===== config.mk =====
export PLATFORM = sky130hd
export DESIGN_NAME = trng_osc_ctrl
export DESIGN_NICKNAME = d
export VERILOG_FILES = /design/src/rtl/trng_osc_ctrl.sv
export SDC_FILE = /design/constraint.sdc
export NUM_CORES = 1
export LEC_CHECK = 0
export BUFFER_PORTS_ARGS = -buffer_cell sky130_fd_sc_hd__buf_2
export CAP_MARGIN = 5
export CORE_MARGIN = 10
export CORE_UTILIZATION = 60
export CTS_BUF_LIST = sky130_fd_sc_hd__clkbuf_16
export DETAILED_ROUTE_END_ITERATION = 10
export MAX_ROUTING_LAYER = met4
export PLACE_DENSITY = 0.81
export SYNTH_ARGS = -nofsm -noshare
export SYNTH_HDL_FRONTEND = slang
export SYNTH_SLANG_ARGS = --single-unit
export TNS_END_PERCENT = 100

===== constraint.sdc =====
create_clock -name clk -period 6.5 [get_ports clk]
set_clock_uncertainty 0.1 [all_clocks]
set_input_delay 0.975 -clock clk [delete_from_list [all_inputs] [get_ports clk]]
set_output_delay 0.975 -clock clk [all_outputs]
set_load 0.005 [all_outputs]

===== src/rtl/trng_osc_ctrl.sv =====
// Sequencer/sampler for one TRNG oscillator cell: drives T/I1/I2 modes, samples OSC, packs words.
// Optional von Neumann corrector between sampler and packer: define TRNG_VN_EN.
module trng_osc_ctrl #(
    parameter int RST_CYCLES = 4,
    parameter int ACC_CYCLES = 16,
    parameter int OUT_W      = 8
) (
    input  logic             clk,
    input  logic             rst_n,
    input  logic             en,
    input  logic             osc_in,
    output logic             t_o,
    output logic             i1_o,
    output logic             i2_o,
    output logic [OUT_W-1:0] rnd_data,
    output logic             rnd_valid,
    input  logic             rnd_ready,
    output logic             busy
);

    localparam int CNT_MAX = (RST_CYCLES > ACC_CYCLES) ? RST_CYCLES : ACC_CYCLES;
    localparam int CW      = $clog2(CNT_MAX + 1);
    localparam int BW      = $clog2(OUT_W + 1);

    typedef enum logic [2:0] {
        ST_IDLE,
        ST_CRST,
        ST_ARM,
        ST_RUN,
        ST_SAMP,
        ST_HOLD
    } state_t;

    state_t           state;
    state_t           next_state;
    logic [CW-1:0]    cnt;
    logic             sync1;
    logic             sync2;
    logic [OUT_W-1:0] shift;
    logic [BW-1:0]    bit_cnt;

    logic             full;
    logic             slot_free;
    logic             xfer;
    logic             abort;
    logic             accept;
    logic             acc_bit;
    logic [BW-1:0]    cnt_inc;
    logic             word_done;
    logic [OUT_W-1:0] shift_nxt;

    assign full      = (bit_cnt == BW'(OUT_W));
    assign xfer      = rnd_valid && rnd_ready;
    assign slot_free = !rnd_valid || rnd_ready;
    assign abort     = !en && (state inside {ST_CRST, ST_ARM, ST_RUN});
    assign cnt_inc   = bit_cnt + BW'(1);
    assign word_done = accept && (cnt_inc == BW'(OUT_W));
    assign shift_nxt = {shift[OUT_W-2:0], acc_bit};
    assign i2_o      = 1'b0;

`ifdef TRNG_VN_EN
    // Pair phase: first raw bit of a pair is parked in vn_first, the second decides.
    logic vn_phase;
    logic vn_first;

    assign accept  = (state == ST_SAMP) && vn_phase && (vn_first != sync2);
    assign acc_bit = vn_first;

    always_ff @(posedge clk) begin
        if (!rst_n) begin
            vn_phase <= 1'b0;
            vn_first <= 1'b0;
        end else if (abort) begin
            vn_phase <= 1'b0;
        end else if (state == ST_SAMP) begin
            vn_phase <= !vn_phase;
            if (!vn_phase) vn_first <= sync2;
        end
    end
`else
    assign accept  = (state == ST_SAMP);
    assign acc_bit = sync2;
`endif

    // NOTE: every output of this block gets a default first, so no path can infer a latch.
    always_comb begin
        next_state = state;
        unique case (state)
            ST_IDLE: if (en && !full) next_state = ST_CRST;
            ST_CRST: begin
                if (!en)                               next_state = ST_IDLE;
                else if (cnt == CW'(RST_CYCLES - 1))   next_state = ST_ARM;
            end
            ST_ARM:  next_state = en ? ST_RUN : ST_IDLE;
            ST_RUN: begin
                if (!en)                               next_state = ST_IDLE;
                else if (cnt == CW'(ACC_CYCLES - 1))   next_state = ST_SAMP;
            end
            ST_SAMP: begin
                if (word_done && !slot_free) next_state = ST_HOLD;
                else                         next_state = en ? ST_CRST : ST_IDLE;
            end
            ST_HOLD: if (slot_free) next_state = en ? ST_CRST : ST_IDLE;
            default: next_state = ST_IDLE;
        endcase
    end

    // NOTE: all sequential state uses non-blocking assignment so every flop samples pre-edge values.
    always_ff @(posedge clk) begin
        if (!rst_n) begin
            state <= ST_IDLE;
            cnt   <= '0;
            t_o   <= 1'b0;
            i1_o  <= 1'b0;
            busy  <= 1'b0;
            sync1 <= 1'b0;
            sync2 <= 1'b0;
        end else begin
            state <= next_state;
            if (next_state != state)                 cnt <= '0;
            else if (state inside {ST_CRST, ST_RUN}) cnt <= cnt + CW'(1);
            // Mode pins follow the state being entered, so they flip on the entry edge.
            t_o   <= (next_state == ST_RUN);
            i1_o  <= (next_state inside {ST_ARM, ST_RUN});
            busy  <= (next_state != ST_IDLE);
            sync1 <= osc_in;
            sync2 <= sync1;
        end
    end

    // Packer and output slot; a full shift register waits here until the slot frees.
    always_ff @(posedge clk) begin
        if (!rst_n) begin
            shift     <= '0;
            bit_cnt   <= '0;
            rnd_data  <= '0;
            rnd_valid <= 1'b0;
        end else begin
            if (xfer) rnd_valid <= 1'b0;
            if (accept) shift <= shift_nxt;
            if (word_done && slot_free) begin
                rnd_data  <= shift_nxt;
                rnd_valid <= 1'b1;
                bit_cnt   <= '0;
            end else if (accept) begin
                bit_cnt <= cnt_inc;
            end else if (full && slot_free) begin
                rnd_data  <= shift;
                rnd_valid <= 1'b1;
                bit_cnt   <= '0;
            end
        end
    end

endmodule


==> metrics.md <==
| Metric | Value |
|---|---|
| Core ar. | `between 0.002 and 0.003 mm^2` |
| Seq cells post-synth | `34` |
| Final wirelength | `3470 um` |
| Share of layout cells above drive strength 1 | `14.2%` |
| Met2 WL | `1630 um` |
| CTS sink cnt | `34` |
| Final hold violation count | `0` |
| Seq/Total Area, Yosys | `40.6%` |
| First-pass GRT wire length | `roughly 6000 um` |
| I/O pin count | `18` |
| Die Footprint | `around 0.0053 mm^2` |
| Number of global-route vias before repair | `about 1400` |
| Cells after Synth | `190` |
| Worst-path clk slew | `about 50 ps` |
| GPL Wtd Cong | `roughly 0.95` |
| Clock buffer count from CTS | `5` |
| Met3 WL post-DR | `238 um` |
| Uppermost layer routed | `met4` |
| Worst EP required | `6620 ps` |
| Area of the multi-input gates | `920 um^2` |
| Final setup violation count | `0` |
| Cell row count | `19` |
| Area grow syn2layout | `12.4%` |
| Total grt overflow | `0` |
| Crit-path max FO | `14` |
| Psw | `between 0.09 and 0.1 mW` |
| CP arrival | `roughly 2800 ps` |
| MaxCap Viol Count | `0` |
| Net count after synthesis | `200` |
| PortBufs | `16` |
| Min Tclk post-route | `around 2600 ps` |
| Drt wl/cell | `~15 um` |
| Post-CTS Setup Inserts | `0` |
| Worst-Margin Slew | `around 630 ps` |
| Dpl hpwl | `between 2000 and 2500 um` |
| Post-synth EDFFs | `0` |
| Endpoint type of the worst setup path | `flop` |
| Synth Area in XOR/XNOR | `under 10%` |
| Post-synth ARST share | `0%` |
| Sw frac | `21.0%` |
| Synth unique cells | `45` |
| Comb pwr share | `around 2.7%` |
| Initial DRC count | `roughly 170` |
| H-tree depth | `2` |
| Largest family of logic cells by synthesized area | `simple AND/OR/NAND/NOR gates` |
| RSZ-0062 raised after global routing | `false` |
| Via count | `1436` |
| Fillcell total | `roughly 220` |
| Leakage | `~0.76 nW` |
| Int Pwr | `~0.35 mW` |
| CTS tree | `yes` |
| Max-Slew Margin vs Limit | `about 58%` |
| Clock Root Buffer | `clkbuf_16` |
| Post-route insts no fill | `235` |
| Top FF cell, synth | `dfxtp_1` |
| Post-synthesis simple-gate area fraction | `roughly a quarter` |
| Pwr Total | `~0.45 mW` |
| WL met1 | `~1600 um` |
| Die Ht | `between 70 and 80 um` |
| Post-cts resize count | `0` |
| Worst vdd ir | `0.234 mV` |
| Final period utilization | `about two fifths` |
| Post-synthesis adder-cell area fraction | `~3.7%` |
| Die X | `72.8 um` |
| Synth Warn # | `0` |
| Final Slew Violations | `0` |
| Diode count | `0` |
| Initial core utilization | `between 60% and 70%` |
| GRT Util Overall | `around 14%` |
| Drt drc | `0` |
| Clock latency on the worst-skew pair | `about 280 ps` |
| Cells after DPL | `around 230` |
| Clk network pwr share | `between 40% and 50%` |
| Via density | `slightly above 6` |
| Crit Path Category | `reg -> reg` |
| Max Fclk | `roughly 380 MHz` |
| CP Launch Type | `flop` |
| Multiplexer share of the synthesized area | `3.06%` |
| Setup TNS | `0 ps` |
| Max clock buf depth | `2` |
| Compound-Gate Fraction of Synth Area | `between 20% and 30%` |
| Register Area | `around 700 um^2` |
| Status | `completed` |
| Syn Area/Cell | `around 8.8 um^2` |
| Pre-Repair DR Iteration Count | `4` |
| WHS | `342 ps` |
| ANT nets after route | `0` |
| Nets@finish | `213` |
| Synth Cell Area | `between 0.0015 and 0.002 mm^2` |
| Largest net degree at the start of global routing | `27` |
| Flop pwr share | `between 40% and 50%` |
| Power Density | `between 200 and 250 mW/mm^2` |
| Hold/Removal Path Class | `reg -> reg` |
| Initial antenna violation count | `0` |
| Hold Buf Count CTS | `0` |
## area by class of cell
| cell class | instances | share of cell area [%] |
|---|---|---|
| Tap cell | 31 | 2.06 |
| Inverter | 7 | 1.40 |
| Clock buffer | 5 | 6.64 |
| Clock inverter | 3 | 0.664 |
| Multi-Input combinational cell | 139 | 48.8 |
| Timing Repair Buffer | 16 | 4.25 |
| Sequential cell | 34 | 36.1 |
## worst paths after layout
path	startpoint	endpoint	slack, ps	cells after the start
min	sync1	acc_bit	340	1
max reg2reg	state[2]	cnt[3]	3860	6
min reg2reg	sync1	acc_bit	340	1
max	state[2]	cnt[3]	3860	6
## logic make-up (layout without fill, tap and decap cells)
group           after synthesis  count (layout)
simple gates                 79              79
compound gates               46              46
fa+ha+maj                     5               5
flops                        34              34
xor+xnor                      3               3
buf+inv                      17              31
other cells                   1               1
mux                           5               5
## power groups by stage
| stage | sequential [mW] | clock [mW] | combinational, mW |
|---|---|---|---|
| finish | 0.212 | 0.223 | 0.0119 |
| global route | 0.212 | 0.236 | 0.0133 |
| CTS | 0.212 | 0.224 | 0.0117 |
| detailed placement | 0.217 | 0 | 0.0116 |
| global placement | 0.217 | 0 | 0.0113 |
| floorplan | 0.215 | 0 | 0.0105 |
## layer usage
metal / up-vias / global-route usage (%)
li1: 702 / -
met1: 676 / 17.3
met2: 51 / 21.2
met3: 7 / 4.90
met4: 0 / 5.70
met5: - / -
## worst max-delay path, cell delays in order (launching register included)
cell     delay [ps]
dfxtp_1         580
nor3b_4         620
nand3_2         240
o31ai_4         290
nor2_2          110
or4_4           490
a21oi_2         140
## cell usage after synthesis, types with 2 or more instances
master / instances / area share, %
o211a_1: 5 / 3.0
mux2i_1: 4 / 2.4
a21o_1: 2 / 0.90
nor4b_1: 2 / 1.0
nand4_1: 5 / 1.9
or4_1: 2 / 0.90
nand2_1: 28 / 6.3
and2_1: 7 / 2.6
inv_1: 7 / 1.6
and3_1: 3 / 1.1
nand3_1: 6 / 1.8
clkbuf_1: 8 / 1.8
nor2b_1: 3 / 1.1
ha_1: 5 / 3.7
a21oi_1: 8 / 2.4
o21ai_0: 2 / 0.60
a21boi_0: 14 / 6.3
xor2_1: 2 / 1.0
a31oi_1: 3 / 1.1
dfxtp_1: 34 / 41
nor2_1: 8 / 1.8
nor3_1: 4 / 1.2
a22oi_1: 6 / 2.7
## sequential cells by signal (all words and copies together), names as in the netlist
name,flops
busy,1
rnd_data,8
state,3
shift,8
bit_cnt,4
t_o,1
cnt,5
sync1,1
rnd_valid,1
acc_bit,1
i1_o,1
## stage by stage
step	util [%]	setup WS (ps)	instance area [um^2]
after global placement	64.4	3960	1750
final	69.5	3860	1880
after CTS	69.5	3890	1880
after floorplan	-	4170	1680
after global routing	69.5	3630	1880
after detailed placement	64.4	3920	1750
## cells in the final DEF (no fill, tap or decap), types with 5 or more instances in the layout
| master | count |
|---|---|
| o211a_1 | 5 |
| ha_1 | 5 |
| buf_2 | 16 |
| and2_1 | 7 |
| a21boi_0 | 14 |
| inv_1 | 8 |
| nand3_1 | 6 |
| dfxtp_1 | 34 |
| a21oi_1 | 8 |
| nand2_1 | 28 |
| nand4_1 | 5 |
| a22oi_1 | 6 |
| clkbuf_16 | 5 |
| nor2_1 | 8 |
No activity file was read; power rests on OpenSTA's default activity.
